[src/rtl/timer_bank_if.sv]
// Bus-side connection of the multi-channel timer: processor strobes,
// address, write/read data and the combined interrupt request.
interface timer_bank_if #(
  parameter int BITS = 32
);
  logic            we;
  logic            re;
  logic [BITS-1:0] memAddr;
  logic [BITS-1:0] dataBusIn;
  logic [BITS-1:0] dataBusOut;
  logic            irq;

  modport master (
    output we, re, memAddr, dataBusIn,
    input  dataBusOut, irq
  );

  modport slave (
    input  we, re, memAddr, dataBusIn,
    output dataBusOut, irq
  );
endinterface

[src/rtl/timer_bank.sv]
// Multi-channel memory-mapped timer. NUM_CH independent channels, each
// with CNT / LIM / CTRL registers, share one tick prescaler. Each channel
// occupies 16 bytes starting at BASE. Reads are combinational and return
// zero when this block is not addressed, so the output can be OR-combined
// onto the shared bus.
module timer_bank #(
  parameter int              BITS        = 32,
  parameter int              NUM_CH      = 4,
  parameter logic [BITS-1:0] BASE        = 32'hF0000020,
  parameter int              TICK_CYCLES = 25000
) (
  input  logic        clk,
  input  logic        reset,
  timer_bank_if.slave bus
);

  localparam int            PW        = (TICK_CYCLES > 1) ? $clog2(TICK_CYCLES) : 1;
  localparam logic [PW-1:0] TICK_LAST = PW'(TICK_CYCLES - 1);

  // Prescaler and tick
  logic [PW-1:0] r_presc;
  logic          w_tick;

  assign w_tick = (r_presc == TICK_LAST);

  // Free-running prescaler; raises tick for one cycle per period.
  always_ff @(posedge clk) begin
    // NOTE: sequential state uses non-blocking assignments so every flop
    // samples the pre-edge values, regardless of statement order.
    if (!reset)      r_presc <= '0;
    else if (w_tick) r_presc <= '0;
    else             r_presc <= r_presc + PW'(1);
  end

  // Address decode: word-aligned offsets inside the populated channels only.
  // Addresses below BASE wrap to huge offsets and fail the range compare.
  logic [BITS-1:0] w_off;
  logic            w_dec;
  logic [2:0]      w_ch;
  logic [1:0]      w_reg;

  assign w_off = bus.memAddr - BASE;
  assign w_dec = (w_off < BITS'(16 * NUM_CH)) && (w_off[1:0] == 2'b00);
  assign w_ch  = w_off[6:4];
  assign w_reg = w_off[3:2];

  // Channel state
  logic [BITS-1:0]   r_cnt [NUM_CH];
  logic [BITS-1:0]   r_lim [NUM_CH];
  logic [NUM_CH-1:0] r_ready, r_ovf, r_en, r_os, r_ie;
  logic              r_irq;

  logic [NUM_CH-1:0] w_wr_cnt, w_wr_lim, w_wr_ctrl, w_clr_rdy, w_wrap;

  // Per-channel write strobes from the bus.
  always_comb begin
    // NOTE: every always_comb output gets a default first so no path
    // leaves it unassigned, which would infer a latch.
    w_wr_cnt  = '0;
    w_wr_lim  = '0;
    w_wr_ctrl = '0;
    w_clr_rdy = '0;
    for (int c = 0; c < NUM_CH; c++) begin
      if (bus.we && w_dec && (w_ch == 3'(c))) begin
        case (w_reg)
          2'd0:    w_wr_cnt[c]  = 1'b1;
          2'd1:    w_wr_lim[c]  = 1'b1;
          2'd2:    w_wr_ctrl[c] = 1'b1;
          default: ;
        endcase
      end
      w_clr_rdy[c] = w_wr_ctrl[c] && !bus.dataBusIn[0];
    end
  end

  // Wrap event: tick while enabled with CNT at LIM-1 or beyond. A CPU write
  // to CNT in the same cycle suppresses both the increment and the wrap.
  always_comb begin
    w_wrap = '0;
    for (int c = 0; c < NUM_CH; c++) begin
      w_wrap[c] = w_tick && r_en[c] && !w_wr_cnt[c] && (r_lim[c] != '0) &&
                  (r_cnt[c] >= r_lim[c] - BITS'(1));
    end
  end

  // Channel registers: CPU writes, counting, sticky status and irq.
  always_ff @(posedge clk) begin
    if (!reset) begin
      // NOTE: these are ordinary flops (not a RAM), so the whole bank is
      // cleared in one loop; a reset mid-count leaves no status behind.
      for (int c = 0; c < NUM_CH; c++) begin
        r_cnt[c]   <= '0;
        r_lim[c]   <= '0;
        r_ready[c] <= 1'b0;
        r_ovf[c]   <= 1'b0;
        r_en[c]    <= 1'b0;
        r_os[c]    <= 1'b0;
        r_ie[c]    <= 1'b0;
      end
      r_irq <= 1'b0;
    end else begin
      for (int c = 0; c < NUM_CH; c++) begin
        if (w_wr_cnt[c])              r_cnt[c] <= bus.dataBusIn;
        else if (w_wrap[c])           r_cnt[c] <= '0;
        else if (w_tick && r_en[c])   r_cnt[c] <= r_cnt[c] + BITS'(1);

        if (w_wr_lim[c]) r_lim[c] <= bus.dataBusIn;

        // Set beats clear; a clear coinciding with a wrap acts as an
        // acknowledge of the previous ready, so overflow is not raised.
        if (w_wrap[c])         r_ready[c] <= 1'b1;
        else if (w_clr_rdy[c]) r_ready[c] <= 1'b0;

        if (w_wrap[c]) begin
          if (r_ready[c] && !w_clr_rdy[c]) r_ovf[c] <= 1'b1;
        end else if (w_wr_ctrl[c] && !bus.dataBusIn[2]) begin
          r_ovf[c] <= 1'b0;
        end

        // CPU write of en wins over the one-shot self-disable.
        if (w_wr_ctrl[c]) begin
          r_en[c] <= bus.dataBusIn[4];
          r_os[c] <= bus.dataBusIn[5];
          r_ie[c] <= bus.dataBusIn[8];
        end else if (w_wrap[c] && r_os[c]) begin
          r_en[c] <= 1'b0;
        end
      end
      r_irq <= |(r_ready & r_ie);
    end
  end

  // Combinational read mux; zero unless this block is read.
  always_comb begin
    bus.dataBusOut = '0;
    if (bus.re && w_dec) begin
      for (int c = 0; c < NUM_CH; c++) begin
        if (w_ch == 3'(c)) begin
          case (w_reg)
            2'd0: bus.dataBusOut = r_cnt[c];
            2'd1: bus.dataBusOut = r_lim[c];
            2'd2: begin
              bus.dataBusOut[0] = r_ready[c];
              bus.dataBusOut[2] = r_ovf[c];
              bus.dataBusOut[4] = r_en[c];
              bus.dataBusOut[5] = r_os[c];
              bus.dataBusOut[8] = r_ie[c];
            end
            default: ;
          endcase
        end
      end
    end
  end

  assign bus.irq = r_irq;

endmodule

[src/flat_wrapper.sv]
// flat-port wrapper written by rule: the top's interface ports become plain ports
module timer_bank_flat 
#(
  parameter int              BITS        = 32,
  parameter int              NUM_CH      = 4,
  parameter logic [BITS-1:0] BASE        = 32'hF0000020,
  parameter int              TICK_CYCLES = 25000
)
  (clk, reset, bus_we, bus_re, bus_memAddr, bus_dataBusIn, bus_dataBusOut, bus_irq);
  timer_bank_if #(.BITS(BITS)) bus_i ();
  input  logic clk;
  input  logic reset;
  input wire logic [$bits(bus_i.we)-1:0] bus_we;
  input wire logic [$bits(bus_i.re)-1:0] bus_re;
  input wire logic [$bits(bus_i.memAddr)-1:0] bus_memAddr;
  input wire logic [$bits(bus_i.dataBusIn)-1:0] bus_dataBusIn;
  output wire logic [$bits(bus_i.dataBusOut)-1:0] bus_dataBusOut;
  output wire logic [$bits(bus_i.irq)-1:0] bus_irq;
  assign bus_i.we = bus_we;
  assign bus_i.re = bus_re;
  assign bus_i.memAddr = bus_memAddr;
  assign bus_i.dataBusIn = bus_dataBusIn;
  assign bus_dataBusOut = bus_i.dataBusOut;
  assign bus_irq = bus_i.irq;
  timer_bank #(.BITS(BITS), .NUM_CH(NUM_CH), .BASE(BASE), .TICK_CYCLES(TICK_CYCLES)) u_core (.clk(clk), .reset(reset), .bus(bus_i));
endmodule
[config.mk]
export PLATFORM = sky130hd
export DESIGN_NAME = timer_bank_flat
export DESIGN_NICKNAME = d
export VERILOG_FILES = /design/src/rtl/timer_bank_if.sv /design/src/rtl/timer_bank.sv /design/src/flat_wrapper.sv
export SDC_FILE = /design/constraint.sdc
export NUM_CORES = 1
export LEC_CHECK = 0
export CORE_ASPECT_RATIO = 1.4
export CORE_MARGIN = 2
export CORE_UTILIZATION = 35
export DETAILED_ROUTE_END_ITERATION = 7
export GPL_TIMING_DRIVEN = 1
export PLACE_DENSITY = 0.51
export REMOVE_ABC_BUFFERS = 1
export SLEW_MARGIN = 20
export SYNTH_ARGS = -nofsm -noshare
export SYNTH_HDL_FRONTEND = slang
export SYNTH_SLANG_ARGS = --single-unit
[constraint.sdc]
create_clock -name clk -period 8.55 [get_ports clk]
set_input_delay 1.71 -clock clk [delete_from_list [all_inputs] [get_ports clk]]
set_output_delay 1.71 -clock clk [all_outputs]
set_load 0.05 [all_outputs]
Word-level counts from Yosys, hierarchy flattened --
Memories as Yosys holds them, arrays and structs flattened. Cells that the tools add are included.
Word-level totals: register bits 36, RAM bits 256, input port bits 68, output and inout port bits 33, logic and storage cells 298, memories 2
Cells by class: add/subtract/negate cells 10, magnitude comparators 5, equality and inequality tests 10, mux-type cells 157, bitwise logic cells 18, reduce and logical (&&, ||, !) cells 74
Memories:
- u_core.r_cnt | words 4, bits a word 32, read ports 4, clocked after Yosys merged registers in 0, wr ports 4, RTL line timer_bank.sv:48 | logic [BITS-1:0] r_cnt [NUM_CH];
- u_core.r_lim | words 4, bits a word 32, read ports 4, clocked after Yosys merged registers in 0, wr ports 4, RTL line timer_bank.sv:49 | logic [BITS-1:0] r_lim [NUM_CH];
Operators by type and width (number):
- $mux 32 | 21
- $pmux 23 s2 | 4
- $add 32x1->32 const B | 4
- $ge 32x32->1 | 4
- $reduce_bool 32->1 | 4
- $sub 32x1->32 const B | 4
- $mux 1 | 104
- $logic_and 1x1->1 | 39
- $pmux 1 s3 | 12
- $lt 32x7->1 const B | 1
- $sub 32x32->32 const B | 1
- $pmux 2 s3 | 4
- $reduce_bool 2->1 | 12
- $or 1x1->1 | 16
- $pmux 1 s2 | 8
- $pmux 2 s2 | 4
- $add 15x1->15 const B | 1
- $eq 15x15->1 const B | 1
- $logic_not 1->1 | 10
- $ne 2x2->1 const B | 4
- $reduce_and 2->1 | 4
- $eq 3x2->1 const B | 2
- $and 4x4->4 | 1
- $logic_not 2->1 | 2
- other kinds (7) | 7

Logic depth before layout (Yosys ltp) --
Gate-level depths: netlist of the first run.
word-level depth 16, gate-level depth with buffers 19, depth with buffers taken out 18

Worst setup path before layout of the first run --
OpenSTA, ideal clock, no wires.
path type input-to-reg, from input port bus_memAddr[5], to memory u_core.r_lim[3][4], in the netlist u_core.r_lim[0][100] (enable), library setup time 0.470 ns, arrival time 5.977 ns, data required time 8.080 ns, path slack 2.103 ns, stages 9, buffers on the path 1, cell sequence inv_1 > ha_1 > or4b_1 > o31a_1 > a211oi_2 > and3_1 > o2111ai_2 > clkbuf_1 > o31ai_1
RTL lines:
- start: declaration | RTL line flat_wrapper.sv:15 | input wire logic [$bits(bus_i.memAddr)-1:0] bus_memAddr;
- end: declaration | RTL line timer_bank.sv:49

Final worst setup path of the first run --
from input port bus_memAddr[5], to output port bus_dataBusOut[8]
Between the ends: word-level cells in the longest chain between the ends 10, elaborated cells on any way between the ends 16, classes of those cells add/sub (1); order compare (1); eq/ne (3); mux (8); reduce/logical (3)
Ends and longest elaborated chain:
- $sub 32x32->32 (*) | RTL line timer_bank.sv:42 | assign w_off = bus.memAddr - BASE;
- $logic_not 3->1 | RTL line timer_bank.sv:138 | if (w_ch == 3'(c)) begin
- $mux 32 | RTL line timer_bank.sv:138
- $pmux 1 s3 | RTL line timer_bank.sv:139 | case (w_reg)
- $mux 32 | RTL line timer_bank.sv:138
- $pmux 1 s3 | RTL line timer_bank.sv:139
- $mux 32 | RTL line timer_bank.sv:138
- $pmux 1 s3 | RTL line timer_bank.sv:139
- $mux 32 | RTL line timer_bank.sv:138
- $mux 32 (*) | RTL line timer_bank.sv:136 | if (bus.re && w_dec) begin
- end: declaration | RTL line flat_wrapper.sv:17 | output wire logic [$bits(bus_i.dataBusOut)-1:0] bus_dataBusOut;
Mark *: on every way between the ends. The rest lies on a longest branch, timed or not.

==> results.txt, run 1 <==
- Number of cells in the design after placement: around 3,100
- After clock tree synthesis, the clock-pin slew on the worst setup and hold paths is approximately 50 ps.
* Multi-input logic area: 12,800 sq um
- Vias in the first global route: between 15,000 and 20,000
- Post-cts resize count: 0
- Dividing the final minimum period by the clock period gives between 80% and 90%.
- Sequential cell area: about 8400 sq um
- The cell that appears most often on the critical path is sky130_fd_sc_hd__clkdlybuf4s50_1.
* Arrival time of data at the critical path endpoint: ~5700 ps
- Top post-synthesis cells by area: sky130_fd_sc_hd__edfxtp_1 36%, sky130_fd_sc_hd__ha_1 8.2%, sky130_fd_sc_hd__mux2i_1 6.1%
- FF-to-FF path depth: 17
- Data on the critical path is required at its endpoint by approximately 6800 ps.
* Count of final hold-check violations: 0
* Worst-path cell chain: clkdlybuf4s50_1 -> inv_1 -> ha_1 -> or4b_1 -> o31a_1 -> a211oi_2 -> and3_1 -> o211a_1 -> nand2_1 -> buf_4 -> a211oi_1 -> clkdlybuf4s50_1
* Number of buffers inserted during clock tree synthesis: 37
- Setup total negative slack on the finished layout was measured at 0 ps.
- The detail route stage leaves a number of antenna-violating nets equal to 0.
* Reg2reg start: u_core.r_lim[0][106]$_SDFFCE_PN0P_
- In this run the static leakage power is ~8.5 nW.
- The count of cells in the finished layout, fillers not included, comes to 3,164.
- For this design, the slowest cell found on the critical path is sky130_fd_sc_hd__clkdlybuf4s50_1.
- The flow ran to the end, and the final reports show no timing, DRC or antenna violations.
- Setup repair after global routing left no endpoint under its margin.
- Each instance of the synthesized netlist takes up on average a little under 10 sq um.
- Number of synthesized register bits: slightly below 300
* Overall track demand over capacity in global routing: roughly 23%
- Critical Path Source Type: primary input
- Drt initial violations: 1,216
- Worst stage delay on the critical path: about 860 ps
- Number of enable-type register cells in the synthesized netlist: about 260
- The final layout contains routed wiring with a total length of about 75 mm.
- Power spread over the standard cell area amounts to between 150 and 200 nW/um^2.
* Post-synth top area cell: sky130_fd_sc_hd__edfxtp_1
- Diode count: 0
* Count of synthesis-stage warnings from yosys: 0
- At the pin with the least slew margin, the transition time is roughly 1100 ps.
- Setup slack on the critical path of the routed design comes to 1130 ps.
- Final net count: 2,532
- After filler insertion, the fill cell instance count of the layout stands at slightly above 6,000.
- Total power for the finished layout comes to 0.00377 W.
- In this run the cell area of the synthesized design comes to between 20,000 and 25,000 sq um.
* Number of buffers added on ports: 100
* Hold_ws: 461 ps
- Largest fanout on the critical path: 32
- Ratio of cells with drive above 1 in the final layout: ~5.3%
- Final setup violation count: 0
- Across the routed clock network, the largest skew measured is ~19 ps.
* Number of cell rows: 107
- The final count of pins violating max slew is 0.
* Vias per std cell: 5.70
- The initial antenna violation count was 0.
* Main synth FF type: sky130_fd_sc_hd__edfxtp_1
* Final routed DRC violation total: 0
- The routed layout has about 18,000 vias.
- Maximum level of the CTS H-tree: 2
- Family with the most delay on the worst path: buffers and inverters
* Count of unique library cells instantiated by Yosys: between 70 and 80
- Setup slack on the worst reg-to-reg path comes out at 2580 ps.
- The clock reaches the later pin of the worst-skew pair after between 500 and 600 ps.
- Yosys instantiated no cell more often than sky130_fd_sc_hd__edfxtp_1.
* Remaining max-slew budget at the tightest pin: 29.6%
- The floorplan step set the die height to 298 um.
- Max-cap violations in this run came to 0.
- Ys async rst share: 0%
* Hold bufs inserted after CTS: 0
* Die area: about 64,000 sq um
* Maximum ir drop on the vdd rail: between 0.0001 and 0.00015 V
- The worst setup path is of the primary input to primary output kind.
- OpenSTA, run right after detailed placement, puts the worst setup slack at around 1100 ps.
- For this run the aggregate overflow at the end of global routing stands at 0.
- The cell count after synthesis came out at roughly 2,200.
- The worst hold path terminates at u_core.r_presc[0]$_SDFF_PP0_.
- Achievable frequency: between 100 and 150 MHz
- Number of buffers inserted to repair setup after CTS: 0
- Min Clock Period, post-route: 7420 ps
- Dividing the detail-routed wire length by the instance count gives about 24 um.
- Fraction of synthesized cell area taken by the top area cell type: between 30% and 40%
- Root buf cell: sky130_fd_sc_hd__clkbuf_16
- The floorplan step set the die width to approximately 210 um.
- The worst hold path belongs to the class flop to flop.
- Clock sinks: roughly 290
- CTS tree: done
- In this run the critical register-to-register path is captured at u_core.r_cnt[3][11]$_DFFE_PP_.
- First-pass GRT wire length: about 110 mm
- Core area: about 60,000 sq um
- Starting Density: 35.4%
- Together, buffers and inverters on the worst path number 4.
* RePlAce Congestion: roughly 0.94
- Relative to the synthesized area, the layout overhead comes to 14.6%.
- The startpoint identified for the worst hold timing path is u_core.r_presc[0]$_SDFF_PP0_.
* Sequential share of the synthesized area: 38.9%
- Entering global routing, the biggest net connects 56 pins.
- Most numerous cell types in the synthesized netlist: 256 x sky130_fd_sc_hd__edfxtp_1, 200 x sky130_fd_sc_hd__nor2_1, 165 x sky130_fd_sc_hd__nand2_1
- In this run the count of I/O pins placed on the die edge is slightly above 100.
- Along the worst hold path, the cell count comes to 1.
- The worst setup path is captured at a primary output.
- Max Buffers Root-to-Sink: 3
- Detailed placement ended at an HPWL of between 50 and 60 mm.
* Drt first pass iters: 6
cell usage in the layout, fill, tap and decap left out, types with 68 or more instances in the layout:
| cell | count |
|---|---|
| sky130_fd_sc_hd__edfxtp_1 | 256 |
| sky130_fd_sc_hd__nor2_1 | 198 |
| sky130_fd_sc_hd__nand2_1 | 165 |
| sky130_fd_sc_hd__ha_1 | 142 |
| sky130_fd_sc_hd__and2_1 | 136 |
| sky130_fd_sc_hd__mux2i_1 | 132 |
| sky130_fd_sc_hd__xnor2_1 | 129 |
| sky130_fd_sc_hd__xor2_1 | 122 |
| sky130_fd_sc_hd__clkdlybuf4s50_1 | 98 |
| sky130_fd_sc_hd__nand3_1 | 93 |
| sky130_fd_sc_hd__o22ai_1 | 77 |
| sky130_fd_sc_hd__o2bb2ai_1 | 76 |
| sky130_fd_sc_hd__a21oi_1 | 68 |
registers in the layout, indices dropped and copies added (netlist names):
register,cells
u_core.r_ovf,4
u_core.bus.irq,1
u_core.r_presc,15
u_core.r_cnt,128
u_core.r_en,4
u_core.r_lim,128
u_core.r_os,4
u_core.r_ready,4
u_core.r_ie,4
cell type report:
type                       count  area share, %
timing repair buffer         133           5.07
sequential                   292           33.9
clock buffer                  48           4.20
tap                          817           4.12
clock inverter                16          0.535
multi-input combinational   1819           51.6
inverter                      39          0.590
layer usage:
metal	up-vias	global-route usage [%]	part of all wire [%]
met2	534	40.7	50
met1	8780	27.1	40
met5	-	0	0
met3	179	2.35	3.7
li1	8545	-	-
met4	0	13.4	6.6
kinds of logic (layout without fill, tap and decap cells):
logic type                 Yosys count  count (layout)  share of synthesized area, %
AOI/OAI and AO/OA                  395             395                          12.5
adders and majority gates          142             142                          8.21
DFF                                292             292                          38.9
xor gates and xnor gates           251             251                          10.2
and+or+nand+nor                    898             898                          21.6
buffers and inverters              134             236                          2.46
muxes                              133             133                          6.21
report_power, final:
| group | total [W] | switching (W) | internal, W | leakage, nW |
|---|---|---|---|---|
| clock | 0.00156 | 0.000646 | 0.000917 | 0.575 |
| combinational | 0.000496 | 0.000305 | 0.000192 | 5.22 |
| sequential | 0.00171 | 0.0000998 | 0.00161 | 2.72 |
| total | 0.00377 | 0.00105 | 0.00272 | 8.52 |
how the worst max path moves through the flow:
stage,from,endpoint,slack (ps),depth (start not counted)
floorplan,bus_memAddr[5],bus_dataBusOut[8],1740,9
finish,bus_memAddr[5],bus_dataBusOut[8],1130,12
global placement,bus_memAddr[5],bus_dataBusOut[8],1240,12
global route,bus_memAddr[5],bus_dataBusOut[8],840,12
CTS,bus_memAddr[5],bus_dataBusOut[8],1110,12
detailed placement,bus_memAddr[5],bus_dataBusOut[8],1140,12
per-stage QoR:
| step | utilization (%) | area, sq um |
|---|---|---|
| floorplan | - | 21300 |
| global placement | 38.7 | 23600 |
| detailed placement | 38.7 | 23600 |
| CTS | 40.6 | 24800 |
| global route | 40.6 | 24800 |
| finish | 40.6 | 24800 |
(Power assumes the default switching activity.)
==> run 2, diff against run 1 <==
--- a/config.mk
+++ b/config.mk
@@ -5,6 +5,7 @@
 export SDC_FILE = /design/constraint.sdc
 export NUM_CORES = 1
 export LEC_CHECK = 0
+export CAP_MARGIN = 20
 export CORE_ASPECT_RATIO = 1.4
 export CORE_MARGIN = 2
 export CORE_UTILIZATION = 35
==> results of run 2 <==
No change in the layout: final DEF, timing and power equal those of run 1.
==> run 3, diff against run 2 <==
--- a/config.mk
+++ b/config.mk
@@ -8,10 +8,10 @@
 export CAP_MARGIN = 20
 export CORE_ASPECT_RATIO = 1.4
 export CORE_MARGIN = 2
-export CORE_UTILIZATION = 35
+export CORE_UTILIZATION = 58
 export DETAILED_ROUTE_END_ITERATION = 7
 export GPL_TIMING_DRIVEN = 1
-export PLACE_DENSITY = 0.51
+export PLACE_DENSITY = 0.77
 export REMOVE_ABC_BUFFERS = 1
 export SLEW_MARGIN = 20
 export SYNTH_ARGS = -nofsm -noshare
==> run 3 against run 2 <==
The flow now finishes with violations (DRC). Clock power fell by 16%. Die area is 39% lower. Via count increased by 2.3%. Combinational power down 2%. Cell count down 11%. Sequential share of layout area rose by 1.0 points. Core utilization increased by 25 points. Global-route usage rose by 11 points. Sequential cell count did not move. Critical path depth is the same. Power shrank 7.0%. Critical path type unchanged.
==> results.txt, run 3 (synthesized netlist as in run 1, its figures left out) <==
- The maximum vdd drop was 0.000124 V (+17%).
- Compared with the post-synthesis result, the final layout area differs by 11.3%.
- The number of clock sinks seen by CTS is 292 (unchanged).
- Count of final hold-check violations: 0 (unchanged)
- The area of the multi-input gates was 12,800 sq um (-0.16%).
- Setup repair after global routing missed its margin: no
- Remaining max-slew budget at the tightest pin: 31.4% (+1.8 points)
- Achievable frequency: 136 MHz (+0.78%)
* Type of the tightest min-delay check: flop to flop
- Clock tree skew after final layout: 15.1 ps (-3.87 ps)
- Internal power of the cells: 0.00253 W (-7.2%)
- Commonest cells after routing, fill and taps aside: 256 x sky130_fd_sc_hd__edfxtp_1, 198 x sky130_fd_sc_hd__nor2_1, 165 x sky130_fd_sc_hd__nand2_1
- Fillers: 3,054 (-50%)
* Gate power share: 13.9% (+0.7 points)
* Number of standard cells in the layout, taps in and fillers out: 2,803 (-11%)
* Pre-CTS worst setup slack: 1300 ps (+159 ps)
- Leaving out fill and tap cells, the most frequent cell in the layout is sky130_fd_sc_hd__edfxtp_1.
- Part of the total power dissipated in the clock network: 37.3% (-4.1 points)
* Sequential cell area: 8410 sq um (unchanged)
- The number of cells in the design after placement was 2,748 (-11%).
- Final worst path period share: 86.1% (-0.67 points)
- The H-tree depth came to 1 (-1).
- The buffer depth of the longest clock path was 3 (unchanged).
- WP data required: 6840 ps (about the same)
* Ratio of cells with drive above 1 in the final layout: 4.84% (-0.45 points)
* Sort of element at the end of the critical path: primary output
- The total global routing overflow was 0 (unchanged).
* Critical path class: primary input to primary output
* Total net switching power: 0.000984 W (-6.4%)
- The die span in y came to 233 um (-22%).
- RePlAce Congestion: 1.02 (+9.0%)
- Vias in the first global route: 18,200 (+1.6%)
* Final WS setup: 1190 ps (+57.4 ps)
* Register share of total power: 48.8% (+3.4 points)
- The power density over the cells was 146 nW/um^2 (-4.3%).
* Final net count: 2,523 (-0.36%)
- Switching power as a share of total power: 28.0% (+0.19 points)
* Max Cap Viol: 0 (unchanged)
* Routed Antenna Nets: 0 (unchanged)
- Total detailed-routing wirelength: 66.9 mm (-10%)
- The count of instances resized after the clock tree is built came to 0 (unchanged).
- The final critical-path required period came to 7360 ps (-57.4 ps).
- The DRC violation count after routing is 6 (+6).
- Violations in the final reports: DRC
* Transition time at the pin with the least slew margin: 1030 ps (-27.1 ps)
- Die area: 38,900 sq um (-39%)
- The area of the core was 36,800 sq um (-40%).
- The leakage power was 8.38 nW (-1.6%).
- Number of cell rows: 83 (-22%)
- Drt initial violations: 1,897 (+56%)
- Largest fanout on the critical path: 32 (unchanged)
* Overall track demand over capacity in global routing: 34.1% (+11 points)
- Fin. max-slew vios: 0 (unchanged)
- TritonCTS built the clock tree.
- Initial antenna violation count: 0 (unchanged)
* CTS clock-pin slew for the worst setup and hold paths: 60 ps (about the same)
* Outcome: finished, violations left
- Number of buffers inserted to repair setup after CTS: 0 (unchanged)
* Sum of negative setup slack: 0 ps (unchanged)
- Final setup violation count: 0 (unchanged)
* # IOs: 101 (unchanged)
- Critical Path Source Type: primary input
* Hold bufs inserted after CTS: 0 (unchanged)
* Arrival time of data at the critical path endpoint: 5650 ps (-60 ps)
* Starting Density: 58.9% (+23 points)
* Drt first pass iters: 7 (+1)
* Largest net degree at the start of global routing: 58 (+3.6%)
- The HPWL reported at the end of detailed placement is 50.0 mm (-12%).
- The routed length per instance came to 23.9 um (+1.1%).
* Detailed-route via count: 18,500 (+2.3%)
- Root buf cell: sky130_fd_sc_hd__clkbuf_16
* First-pass GRT wire length: 103 mm (-8.2%)
* Number of buffers added on ports: 100 (unchanged)
- The mean number of vias per cell is 6.58 (+16%).
- DIE WIDTH: 167 um (-22%)
* Insertion delay of the later-clocked pin in the worst-skew pair: 580 ps (+30 ps)
- The largest registers in the layout are u_core.r_cnt: 128 flops, u_core.r_lim: 128 flops, u_core.r_presc: 15 flops.
- The number of CTS-inserted buffers came to 30 (-19%).
- The register-to-register setup slack is 2560 ps (-20 ps).
- The number of antenna repair diodes came to 0 (unchanged).
[run 3: cell count changes in the layout (fill, tap and decap cells not counted), sizes merged]
cell and change:
inv -1, clkinvlp +2, clkbuf -12, clkinv +2, buf -2
[run 3: metal layers]
| layer | global-route usage (%) | vias up | wire length (um) |
|---|---|---|---|
| li1 | - | 8539 | - |
| met1 | 39.8 | 8793 | 24900 |
| met2 | 57.2 | 867 | 31600 |
| met3 | 4.05 | 258 | 4210 |
| met4 | 27.3 | 0 | 6140 |
| met5 | 0 | - | 0 |
[run 3: area by class of cell]
type | count | share of cell area [%]
clock inverters | 19 | 0.639
flip-flops and latches | 292 | 34.9
inverters | 39 | 0.608
well taps | 467 | 2.43
multi-input cells | 1819 | 53.0
clock buffers | 36 | 3.30
repair buffers | 131 | 5.11
[run 3: power groups by stage]
| stage | Clock [W] | Combinational [W] | Sequential, W |
|---|---|---|---|
| floorplan | 0 | 0.000270 | 0.00171 |
| global placement | 0 | 0.000459 | 0.00174 |
| finish | 0.00131 | 0.000487 | 0.00171 |
| CTS | 0.00132 | 0.000477 | 0.00171 |
| global route | 0.00137 | 0.000526 | 0.00172 |
| detailed placement | 0 | 0.000473 | 0.00174 |
[run 3: per-stage QoR]
| step | instance area, sq um | hold slack [ps] | power, W | util [%] |
|---|---|---|---|---|
| 3_3_place_gp | 23100 | 441 | 0.00220 | 62.9 |
| 6_report | 24100 | 461 | 0.00351 | 65.5 |
| 3_5_place_dp | 23100 | 452 | 0.00221 | 62.9 |
| 5_1_grt | 24100 | 487 | 0.00362 | 65.5 |
| 2_1_floorplan | 21300 | 426 | 0.00198 | - |
| 4_1_cts | 24100 | 466 | 0.00351 | 65.5 |
[run 3: worst paths after layout]
kind | startpoint | to | depth (start not counted)
setup / recovery | bus_memAddr[5] | bus_dataBusOut[8] | 12
hold / removal | u_core.r_presc[0]$_SDFF_PP0_ | u_core.r_presc[0]$_SDFF_PP0_ | 1
setup reg to reg | u_core.r_lim[0][104]$_SDFFCE_PN0P_ | u_core.r_cnt[3][29]$_DFFE_PP_ | 17
hold reg to reg | u_core.r_presc[0]$_SDFF_PP0_ | u_core.r_presc[0]$_SDFF_PP0_ | 1
[run 3: critical path: stages]
cell	delay, ps
sky130_fd_sc_hd__clkdlybuf4s50_1	520
sky130_fd_sc_hd__inv_1	150
sky130_fd_sc_hd__ha_1	270
sky130_fd_sc_hd__or4b_1	480
sky130_fd_sc_hd__o31a_1	270
sky130_fd_sc_hd__a211oi_2	260
sky130_fd_sc_hd__and3_1	270
sky130_fd_sc_hd__o211a_1	260
sky130_fd_sc_hd__nand2_1	70
sky130_fd_sc_hd__buf_4	240
sky130_fd_sc_hd__a211oi_1	270
sky130_fd_sc_hd__clkdlybuf4s50_1	860
